==> src/rtl/jtcontra_romarb_if.sv <==
// Slot-side and SDRAM-side read bus of the Contra ROM arbiter.
// slave is the arbiter's view, master is the view of whatever drives the slots
// and models the SDRAM controller.
interface jtcontra_romarb_if #(
  parameter int AW = 22
);
  logic [3:0]      slot_cs;
  logic [4*AW-1:0] slot_addr;
  logic [3:0]      slot_ok;
  logic [63:0]     slot_data;
  logic            sdram_req;
  logic [AW-1:0]   sdram_addr;
  logic            sdram_ack;
  logic            sdram_rdy;
  logic [15:0]     sdram_din;

  modport slave (
    input  slot_cs, slot_addr, sdram_ack, sdram_rdy, sdram_din,
    output slot_ok, slot_data, sdram_req, sdram_addr
  );

  modport master (
    output slot_cs, slot_addr, sdram_ack, sdram_rdy, sdram_din,
    input  slot_ok, slot_data, sdram_req, sdram_addr
  );
endinterface

==> src/rtl/jtcontra_romarb.sv <==
// Four-slot SDRAM read arbiter with a one-word tag cache per slot.
// Slots: 0 main CPU, 1 sound CPU, 2 ADPCM, 3 gfx. Each grant adds the slot's
// region offset to form the SDRAM word address.
// Optional macro JTCONTRA_ROMARB_PRIO_EN: slot 0 always wins when pending,
// slots 1-3 share round-robin among themselves.

// One cache lane: tag/data/valid for a single slot.
module jtcontra_romarb_lane #(
  parameter int AW = 22
)(
  input  logic          clk,
  input  logic          rst_n,
  input  logic          cs,
  input  logic [AW-1:0] addr,
  input  logic          flush,
  input  logic          fill,
  input  logic          fill_valid,
  input  logic [AW-1:0] fill_tag,
  input  logic [15:0]   fill_data,
  output logic          hit,
  output logic [15:0]   data
);
  logic          valid;
  logic [AW-1:0] tag;

  // Fill on data return; a download flush overrides any fill in the same cycle.
  always_ff @(posedge clk or negedge rst_n) begin
    if (!rst_n) begin
      valid <= 1'b0;
      tag   <= '0;
      data  <= '0;
    end else begin
      if (fill) begin
        valid <= fill_valid;
        tag   <= fill_tag;
        data  <= fill_data;
      end
      if (flush) valid <= 1'b0;
    end
  end

  assign hit = cs & valid & (addr == tag);
endmodule

module jtcontra_romarb #(
  parameter int            AW   = 22,
  parameter logic [AW-1:0] OFF0 = '0,
  parameter logic [AW-1:0] OFF1 = 22'h20000,
  parameter logic [AW-1:0] OFF2 = 22'h28000,
  parameter logic [AW-1:0] OFF3 = 22'h40000
)(
  input  logic               clk,
  input  logic               rst_n,
  input  logic               downloading,
  jtcontra_romarb_if.slave   bus
);
  typedef enum logic [1:0] {IDLE, WAIT_ACK, WAIT_DATA} state_t;

  localparam logic [3:0][AW-1:0] OFFS = {OFF3, OFF2, OFF1, OFF0};

  state_t               st, st_nxt;
  logic [3:0][AW-1:0]   addr;
  logic [3:0][15:0]     data;
  logic [3:0]           hit, pend;
  logic [1:0]           ptr, ptr_nxt, gnt, gnt_nxt, sel, idx;
  logic [AW-1:0]        gaddr, gaddr_nxt, raddr, raddr_nxt;
  logic                 req, req_nxt, fpend, fpend_nxt, fill;

  assign addr = bus.slot_addr;
  assign pend = bus.slot_cs & ~hit & {4{~downloading}};

  generate
    for (genvar n = 0; n < 4; n++) begin : g_lane
      jtcontra_romarb_lane #(.AW(AW)) u_lane (
        .clk       (clk),
        .rst_n     (rst_n),
        .cs        (bus.slot_cs[n]),
        .addr      (addr[n]),
        .flush     (downloading),
        .fill      (fill && (gnt == 2'(n))),
        .fill_valid(~fpend),
        .fill_tag  (gaddr),
        .fill_data (bus.sdram_din),
        .hit       (hit[n]),
        .data      (data[n])
      );
    end
  endgenerate

  // Circular search starting after ptr; descending loop so the nearest pending slot wins.
  always_comb begin
    sel = ptr;
    idx = '0;
    for (int i = 4; i >= 1; i--) begin
      idx = ptr + 2'(i);
`ifdef JTCONTRA_ROMARB_PRIO_EN
      if (pend[idx] && idx != 2'd0) sel = idx;
`else
      if (pend[idx]) sel = idx;
`endif
    end
`ifdef JTCONTRA_ROMARB_PRIO_EN
    if (pend[0]) sel = 2'd0;
`endif
  end

  // State and transaction registers.
  always_ff @(posedge clk or negedge rst_n) begin
    if (!rst_n) begin
      st    <= IDLE;
      req   <= 1'b0;
      raddr <= '0;
      gaddr <= '0;
      gnt   <= '0;
      ptr   <= 2'd3;
      fpend <= 1'b0;
    end else begin
      st    <= st_nxt;
      req   <= req_nxt;
      raddr <= raddr_nxt;
      gaddr <= gaddr_nxt;
      gnt   <= gnt_nxt;
      ptr   <= ptr_nxt;
      fpend <= fpend_nxt;
    end
  end

  // Next-state: grant in IDLE, hold request until ack, fill on rdy.
  always_comb begin
    st_nxt    = st;
    req_nxt   = req;
    raddr_nxt = raddr;
    gaddr_nxt = gaddr;
    gnt_nxt   = gnt;
    ptr_nxt   = ptr;
    fpend_nxt = fpend;
    fill      = 1'b0;
    case (st)
      IDLE: begin
        fpend_nxt = 1'b0;
        if (|pend) begin
          gnt_nxt   = sel;
          gaddr_nxt = addr[sel];
          raddr_nxt = addr[sel] + OFFS[sel];
          req_nxt   = 1'b1;
`ifdef JTCONTRA_ROMARB_PRIO_EN
          if (sel != 2'd0) ptr_nxt = sel;
`else
          ptr_nxt   = sel;
`endif
          st_nxt    = WAIT_ACK;
        end
      end
      WAIT_ACK: begin
        fpend_nxt = fpend | downloading;
        if (bus.sdram_ack) begin
          req_nxt = 1'b0;
          if (bus.sdram_rdy) begin
            fill   = 1'b1;
            st_nxt = IDLE;
          end else begin
            st_nxt = WAIT_DATA;
          end
        end
      end
      WAIT_DATA: begin
        fpend_nxt = fpend | downloading;
        if (bus.sdram_rdy) begin
          fill   = 1'b1;
          st_nxt = IDLE;
        end
      end
      default: st_nxt = IDLE;
    endcase
  end

  assign bus.slot_ok    = hit;
  assign bus.slot_data  = data;
  assign bus.sdram_req  = req;
  assign bus.sdram_addr = raddr;
endmodule
==> src/flat_wrapper.sv <==
// flat-port wrapper written by rule: the top's interface ports become plain ports
module jtcontra_romarb_flat 
#(
  parameter int            AW   = 22,
  parameter logic [AW-1:0] OFF0 = '0,
  parameter logic [AW-1:0] OFF1 = 22'h20000,
  parameter logic [AW-1:0] OFF2 = 22'h28000,
  parameter logic [AW-1:0] OFF3 = 22'h40000
)
  (clk, rst_n, downloading, bus_slot_cs, bus_slot_addr, bus_sdram_ack, bus_sdram_rdy, bus_sdram_din, bus_slot_ok, bus_slot_data, bus_sdram_req, bus_sdram_addr);
  jtcontra_romarb_if #(.AW(AW)) bus_i ();
  input  logic clk;
  input  logic rst_n;
  input  logic downloading;
  input wire logic [$bits(bus_i.slot_cs)-1:0] bus_slot_cs;
  input wire logic [$bits(bus_i.slot_addr)-1:0] bus_slot_addr;
  input wire logic [$bits(bus_i.sdram_ack)-1:0] bus_sdram_ack;
  input wire logic [$bits(bus_i.sdram_rdy)-1:0] bus_sdram_rdy;
  input wire logic [$bits(bus_i.sdram_din)-1:0] bus_sdram_din;
  output wire logic [$bits(bus_i.slot_ok)-1:0] bus_slot_ok;
  output wire logic [$bits(bus_i.slot_data)-1:0] bus_slot_data;
  output wire logic [$bits(bus_i.sdram_req)-1:0] bus_sdram_req;
  output wire logic [$bits(bus_i.sdram_addr)-1:0] bus_sdram_addr;
  assign bus_i.slot_cs = bus_slot_cs;
  assign bus_i.slot_addr = bus_slot_addr;
  assign bus_i.sdram_ack = bus_sdram_ack;
  assign bus_i.sdram_rdy = bus_sdram_rdy;
  assign bus_i.sdram_din = bus_sdram_din;
  assign bus_slot_ok = bus_i.slot_ok;
  assign bus_slot_data = bus_i.slot_data;
  assign bus_sdram_req = bus_i.sdram_req;
  assign bus_sdram_addr = bus_i.sdram_addr;
  jtcontra_romarb #(.AW(AW), .OFF0(OFF0), .OFF1(OFF1), .OFF2(OFF2), .OFF3(OFF3)) u_core (.clk(clk), .rst_n(rst_n), .downloading(downloading), .bus(bus_i));
endmodule
==> config.mk <==
export PLATFORM = sky130hd
export DESIGN_NAME = jtcontra_romarb_flat
export DESIGN_NICKNAME = d
export VERILOG_FILES = /design/src/rtl/jtcontra_romarb_if.sv /design/src/rtl/jtcontra_romarb.sv /design/src/flat_wrapper.sv
export SDC_FILE = /design/constraint.sdc
export NUM_CORES = 1
export LEC_CHECK = 0
export CAP_MARGIN = 20
export CORE_ASPECT_RATIO = 1.4
export CORE_UTILIZATION = 35
export DETAILED_ROUTE_END_ITERATION = 16
export GPL_TIMING_DRIVEN = 0
export PLACE_DENSITY = 0.65
export SYNTH_ARGS = -nofsm -noshare
export SYNTH_HDL_FRONTEND = slang
export SYNTH_SLANG_ARGS = --single-unit
==> constraint.sdc <==
create_clock -name clk -period 6.95 [get_ports clk]
set_input_delay 2.085 -clock clk [delete_from_list [all_inputs] [get_ports clk]]
set_output_delay 2.085 -clock clk [all_outputs]
set_load 0.01 [all_outputs]
==> impl_metrics.env <==
export IMPL_nets=1150
export IMPL_use_met3_pct=4.242
export IMPL_hold_path_class="flop to flop"
export IMPL_yosysTopAreaCell="dfrtp_1"
export IMPL_grt_pass1_wl_mm=44.99
export IMPL_cp_common_cell="clkdlybuf4s50_1"
export IMPL_drt_iter0_drc=376
export IMPL_period_needed_ns=6.737
export IMPL_skew_ns=0.01024
export IMPL_slew_headroom_pct=37.34
export IMPL_syn_area_um2=9572
export IMPL_fp_dieW_um=141.8
export IMPL_core_area_um2=26920
export IMPL_route_detailed_drc=0
export IMPL_setup_worst_path_end_class="output port"
export IMPL_cap_violations=0
export IMPL_yosysSeqAreaShare_pct=50.48
export IMPL_grtUsageTotal_pct=22.26
export IMPL_synth_area_top_cells="dfrtp_1 (50%), mux2_2 (20%), xor2_1 (6.1%)"
export IMPL_post_route_cells_drive_above_1_share_pct=23.17
export IMPL_path_cells="clkdlybuf4s50_1 -> xor2_1 -> nor4_2 -> nand4_1 -> nor4_1 -> buf_4 -> clkdlybuf4s50_1"
export IMPL_worstMarginPinSlew_ns=0.9398
export IMPL_floorplan_initialDensity_pct=35.56
export IMPL_io_pins=204
export IMPL_yosysWarnings=0
export IMPL_hold_violations=0
export IMPL_use_met1_pct=24.97
export IMPL_dieArea_um2=28020
export IMPL_firstDrtPassIters=4
export IMPL_overflow=0
export IMPL_ys_types=51
export IMPL_synth_ff_latch_count=193
export IMPL_ant_nets=0
export IMPL_fillers=2480
export IMPL_area_delta_synth_final_pct=33.50
export IMPL_routabilityCongestion=0.9100
export IMPL_antenna_found_initial=1
export IMPL_synthFlopType="dfrtp_1"
export IMPL_portBuffers=202
export IMPL_clock_root_buffer="clkbuf_16"
export IMPL_cp_start_kind="input port"
export IMPL_vdd_drop_max_mv=0.2030
export IMPL_htree_num_levels=4
export IMPL_via_count=7067
export IMPL_met2_usage_pct=41.20
export IMPL_outcome="complete, no violations"
export IMPL_avgSynthCellArea_um2=11.91
export IMPL_yosysMostFrequentCell="dfrtp_1"
export IMPL_netlist_instances=804
export IMPL_top_usage_layer="met2"
export IMPL_finalSetupViolCount=0
export IMPL_drt_total_wl_mm=30.16
export IMPL_num_rows=71
export IMPL_syn_nets=927
export IMPL_clockBufferDepth=2
export IMPL_synthArstFlopShare_pct=100.0
export IMPL_path_clk_slew_ns=0.06
export IMPL_cp_data_arrival_time_ns=4.65
export IMPL_synth_edff_count=0
export IMPL_final_cell_count_no_fill=1405
export IMPL_grt_pass1_vias=7410
export IMPL_criticalPathCategory="input port to output port"
export IMPL_max_freq_mhz=148.4
export IMPL_die_height_um=197.7
export IMPL_finalPower_mw=5.458
export IMPL_cts_tree="built"
export IMPL_cts_sinks=193
export IMPL_wire_per_inst_um=21.46
export IMPL_numCtsBuffers=17
export IMPL_timing_final_crit_share_pct=96.94
export IMPL_synth_top_cell_area_share_pct=49.93
export IMPL_cp_required_ns=4.87
export IMPL_viasPerCell=5.030
export IMPL_grt_start_max_net_pins=75
export IMPL_max_stage_delay_ns=0.53
export IMPL_cp_max_fo=2
export IMPL_post_place_cells=1373
export IMPL_dp_hpwl_mm=23.02
export IMPL_slowest_stage="clkdlybuf4s50_1"
export IMPL_slew_violations=0
export IMPL_grt_setup_unrepaired="no"
export IMPL_clk_latency_ns=0.44
export IMPL_power_density_nw_per_um2=427.1
export IMPL_p_leak_nw=5.647
export IMPL_cts_setup_buffers=0
export IMPL_diodes=0
export IMPL_hold_buffers=0
export IMPL_whs_ns=0.4886
export IMPL_synthTopCellsByCount="dfrtp_1 (191), mux2_2 (172), xor2_1 (67)"
## through the flow
stage | utilization [%] | cell area, µm² | setup TNS (ns) | worst slack (ns)
after floorplan | - | 9572 | 0 | 1.230
after global placement | 44.77 | 12050 | -870.31 | -4.551
after detailed placement | 44.99 | 12110 | -0.7042 | -0.3839
after CTS | 47.45 | 12770 | 0 | 0.1300
after global routing | 47.47 | 12780 | 0 | 0.09928
final | 47.47 | 12780 | 0 | 0.2126
## final timing paths
| check | from | endpoint | slack [ns] | cells past startpoint |
|---|---|---|---|---|
| min reg2reg | u_core.bus.sdram_addr[15]$_DFFE_PN0P_ | u_core.bus.sdram_addr[15]$_DFFE_PN0P_ | 0.49 | 2 |
| max in group asynchronous | rst_n | u_core.ptr[1]$_DFFE_PN1P_ | 4.32 | 3 |
| min | u_core.bus.sdram_addr[15]$_DFFE_PN0P_ | u_core.bus.sdram_addr[15]$_DFFE_PN0P_ | 0.49 | 2 |
| max | bus_slot_addr[60] | bus_slot_ok[2] | 0.21 | 7 |
| max reg2reg | u_core.g_lane[1].u_lane.tag[14]$_DFFE_PN0P_ | u_core.bus.sdram_addr[21]$_DFFE_PN0P_ | 2.02 | 17 |
| min in group asynchronous | rst_n | u_core.g_lane[1].u_lane.data[2]$_DFFE_PN0P_ | 1.54 | 1 |
## registers in the layout, indices dropped and copies added, names as in the netlist
register / count
u_core.g_lane.u_lane.data: 64
u_core.bus.sdram_req: 1
u_core.g_lane.u_lane.valid: 4
u_core.bus.sdram_addr: 22
u_core.gaddr: 7
u_core.g_lane.u_lane.tag: 88
u_core.fpend: 1
u_core.ptr: 2
u_core.gnt: 2
u_core.st: 2
## cell families after synthesis
group | count (synthesis) | synth area share (%)
AO/OA/AOI/OAI | 92 | 5.791
XOR/XNOR | 91 | 8.327
adder cells (fa/ha/maj) | 10 | 1.307
buffers and inverters | 68 | 3.490
flip-flops | 193 | 50.48
multiplexers | 187 | 21.80
AND/OR/NAND/NOR | 163 | 8.798
## placed cells by master (no fill, tap or decap), types with 3 or more instances in the layout
master	netlist	routed
nor2b_1	5	5
and2_1	3	3
nand3_1	3	3
dfrtp_1	191	191
xnor2_1	24	24
inv_1	13	13
nor2_1	32	32
bufinv_16	0	5
buf_2	6	6
a211oi_1	3	3
clkbuf_8	0	3
clkbuf_16	0	17
clkbuf_1	26	27
mux2i_1	15	15
mux2_2	172	172
nand2_1	49	49
buf_4	19	19
ha_1	10	10
clkinv_2	0	3
nand4_1	10	10
nand2b_1	3	3
clkdlybuf4s50_1	0	201
a21oi_1	7	7
nor3_1	22	22
buf_1	4	4
xor2_1	67	67
o21ai_0	61	61
or4_1	3	3
nor4_1	21	20
## layout make-up
cell class,instances,area [µm²],share of cell area (%)
Buffer,55,286.5,2.242
Clock buffer,22,474.2,3.711
Clock inverter,10,180.2,1.410
Inverter,13,48.80,0.3819
Multi-Input combinational cell,543,4418,34.57
Sequential cell,193,4832,37.81
Tap cell,365,456.7,3.574
Timing Repair Buffer,204,2082,16.29
## power by group
group | internal, mW | switching [mW] | total (mW)
clock | 0.666 | 0.431 | 1.10
sequential | 1.63 | 0.363 | 1.99
combinational | 1.23 | 1.15 | 2.37
## worst max-delay path: cells and delay by family
family        cells  cell delay [ns]
buf+inv           3             1.25
simple gates      3             1.15
xor+xnor          1             0.18
## routing by layer
layer,share of wire [%],vias up
met4,3.0,0
met3,4.2,51
li1,-,3255
met5,0,-
met1,39,3558
met2,54,203
## repair_timing
item                       in CTS  in global routing
gates resized for setup         1                  3
setup endpoints to repair       1                  1
gates cloned                    0                  0
Note: power is estimated with default switching activity, not from simulation.
==> RTL edit, RTL diff (same flow settings) <==
`AW` is set to 22 in 4 places; all go to 44.
--- a/src/rtl/jtcontra_romarb_if.sv
+++ b/src/rtl/jtcontra_romarb_if.sv
@@ -4,3 +4,3 @@
 interface jtcontra_romarb_if #(
-  parameter int AW = 22
+  parameter int AW = 44
 );
--- a/src/rtl/jtcontra_romarb.sv
+++ b/src/rtl/jtcontra_romarb.sv
@@ -8,3 +8,3 @@
 module jtcontra_romarb_lane #(
-  parameter int AW = 22
+  parameter int AW = 44
 )(
@@ -45,3 +45,3 @@
 module jtcontra_romarb #(
-  parameter int            AW   = 22,
+  parameter int            AW   = 44,
   parameter logic [AW-1:0] OFF0 = '0,
--- a/src/flat_wrapper.sv
+++ b/src/flat_wrapper.sv
@@ -3,3 +3,3 @@
 #(
-  parameter int            AW   = 22,
+  parameter int            AW   = 44,
   parameter logic [AW-1:0] OFF0 = '0,
Interface: changed (resized bus_sdram_addr and bus_slot_addr); port bits go from 204 to 314. The function was not compared with the original's and may differ.
==> RTL edit against the original RTL <==
Setup slack worse by 0.13 ns; area after synthesis up 75%; non-clock buffer count up 180; sequential cell count increased by 132; hold slack lost 0.016 ns; clock power grew 75%; wire length rose by 120%; cell area increased by 82%; combinational power is 110% higher; power up 87%; maximum frequency decreased by 1.9%; critical endpoint is now u_core.bus.sdram_addr[42]; highest routed layer is now met5.
==> RTL edit: results (changes against the original RTL) <==
Worst setup path
  • Reg2Reg Launch Point: u_core.g_lane[3].u_lane.tag[41]
  • Top delay family on crit path: simple AND/OR/NAND/NOR gates
  • CP max FO: 19 (+17)
  • Crit path from: bus_slot_addr[38]
  • Worst r2r dst: u_core.bus.sdram_addr[42]
  • Setup crit end kind: register

Yosys
  • Netlist cell types: 75 (+47%)

CTS
  • Clock buffer depth: 3 (+1)
  • CTS Buf Count: 36 (+19)
  • CTS H-tree depth: 2 (-2)
  • Later-pin clock latency in the skew report: 0.54 ns (+0.10 ns)

STA
  • Clock Skew: 0.0246 ns (+0.0143 ns)

Finish
  • Max reg flops: 176 (+100%)
  • Layout Cells excl Fill: 2,511 (+79%)

Placement
  • Post-DP Area: 0.0207 mm^2 (+71%)
  • Placed cells: 2,418 (+76%)
  • Input/output buffers: 313 (+55%)
  • DP Wirelength: 50,900 um (+120%)
  • Placer Congestion: 1.01 (+11%)

Drt
  • Total wire length: 66,300 um (+120%)
  • DR pass1 iterations: 5 (+1)

Run status
  • Status: finished, final reports clean

GRT
  • Tot GR Track Use: 26.9% (+4.7 points)
  • Global-route track usage on met1: 32.2% (+7.3 points)
  • Largest net degree at the start of global routing: 121 (+61%)

Pwr
  • Maximum vdd drop: 0.237 mV (+17%)
## RTL edit: how the worst min path moves through the flow
stage	from	to	depth (start not counted)
after floorplan	u_core.fpend	u_core.g_lane[0].u_lane.valid	1
after detailed placement	u_core.bus.sdram_addr[16]	u_core.bus.sdram_addr[16]	2
after CTS	u_core.bus.sdram_addr[16]	u_core.bus.sdram_addr[16]	2
after global placement	u_core.bus.sdram_addr[27]	u_core.bus.sdram_addr[27]	2
final	u_core.bus.sdram_addr[16]	u_core.bus.sdram_addr[16]	2
after global routing	u_core.bus.sdram_addr[33]	u_core.bus.sdram_addr[33]	2
## RTL edit: metrics by stage
step           setup TNS, ns  hold WS [ns]
2_1_floorplan              0         0.466
3_3_place_gp        -3481.39         0.464
3_5_place_dp          -76.75         0.462
4_1_cts                    0         0.476
5_1_grt             -0.00989         0.500
6_report                   0         0.472
## RTL edit: area by class of cell
| type | instances | area, um^2 |
|---|---|---|
| sequential | 325 | 8140 |
| tap | 624 | 781 |
| multi-input combinational | 1035 | 8870 |
| timing repair buffer | 353 | 3600 |
| clock inverter | 6 | 67.6 |
| clock buffer | 55 | 1100 |
| buffer | 86 | 627 |
| inverter | 27 | 116 |
| fill | 4221 | 23700 |
## RTL edit: kinds of logic (layout without fill, tap and decap cells)
| group | Yosys count | count (layout) | synth area share [%] |
|---|---|---|---|
| AO/OA/AOI/OAI | 158 | 158 | 6.75 |
| XOR/XNOR | 192 | 192 | 10.1 |
| adder cells (fa/ha/maj) | 10 | 10 | 0.748 |
| buffers and inverters | 117 | 527 | 3.47 |
| flip-flops | 325 | 325 | 48.6 |
| multiplexers | 287 | 287 | 19.1 |
| AND/OR/NAND/NOR | 388 | 388 | 11.2 |
## RTL edit: tightest hold or removal path: stages (launching register included)
cell and delay (ns):
dfrtp_1 0.34, nand2_1 0.05, nand2_1 0.06
## RTL edit: what timing repair did
action	CTS	global route
gates resized for setup	133	128
hold buffers	0	0
buffers inserted	18	18
pin swaps	41	59
setup endpoints to repair	40	26
## RTL edit: routing by layer
layer / vias to the layer above / wire length, um
li1: 5914 / -
met1: 6920 / 25300
met2: 579 / 32500
met3: 171 / 4030
met4: 2 / 4440
met5: - / 8
## RTL edit: power groups by stage
stage	Clock (mW)	Sequential, mW	Combinational (mW)
after floorplan	0	3.33	2.34
after global placement	0	3.34	4.30
after detailed placement	0	3.38	4.36
after CTS	1.95	3.38	4.68
after global routing	2.02	3.53	5.10
final	1.93	3.42	4.88
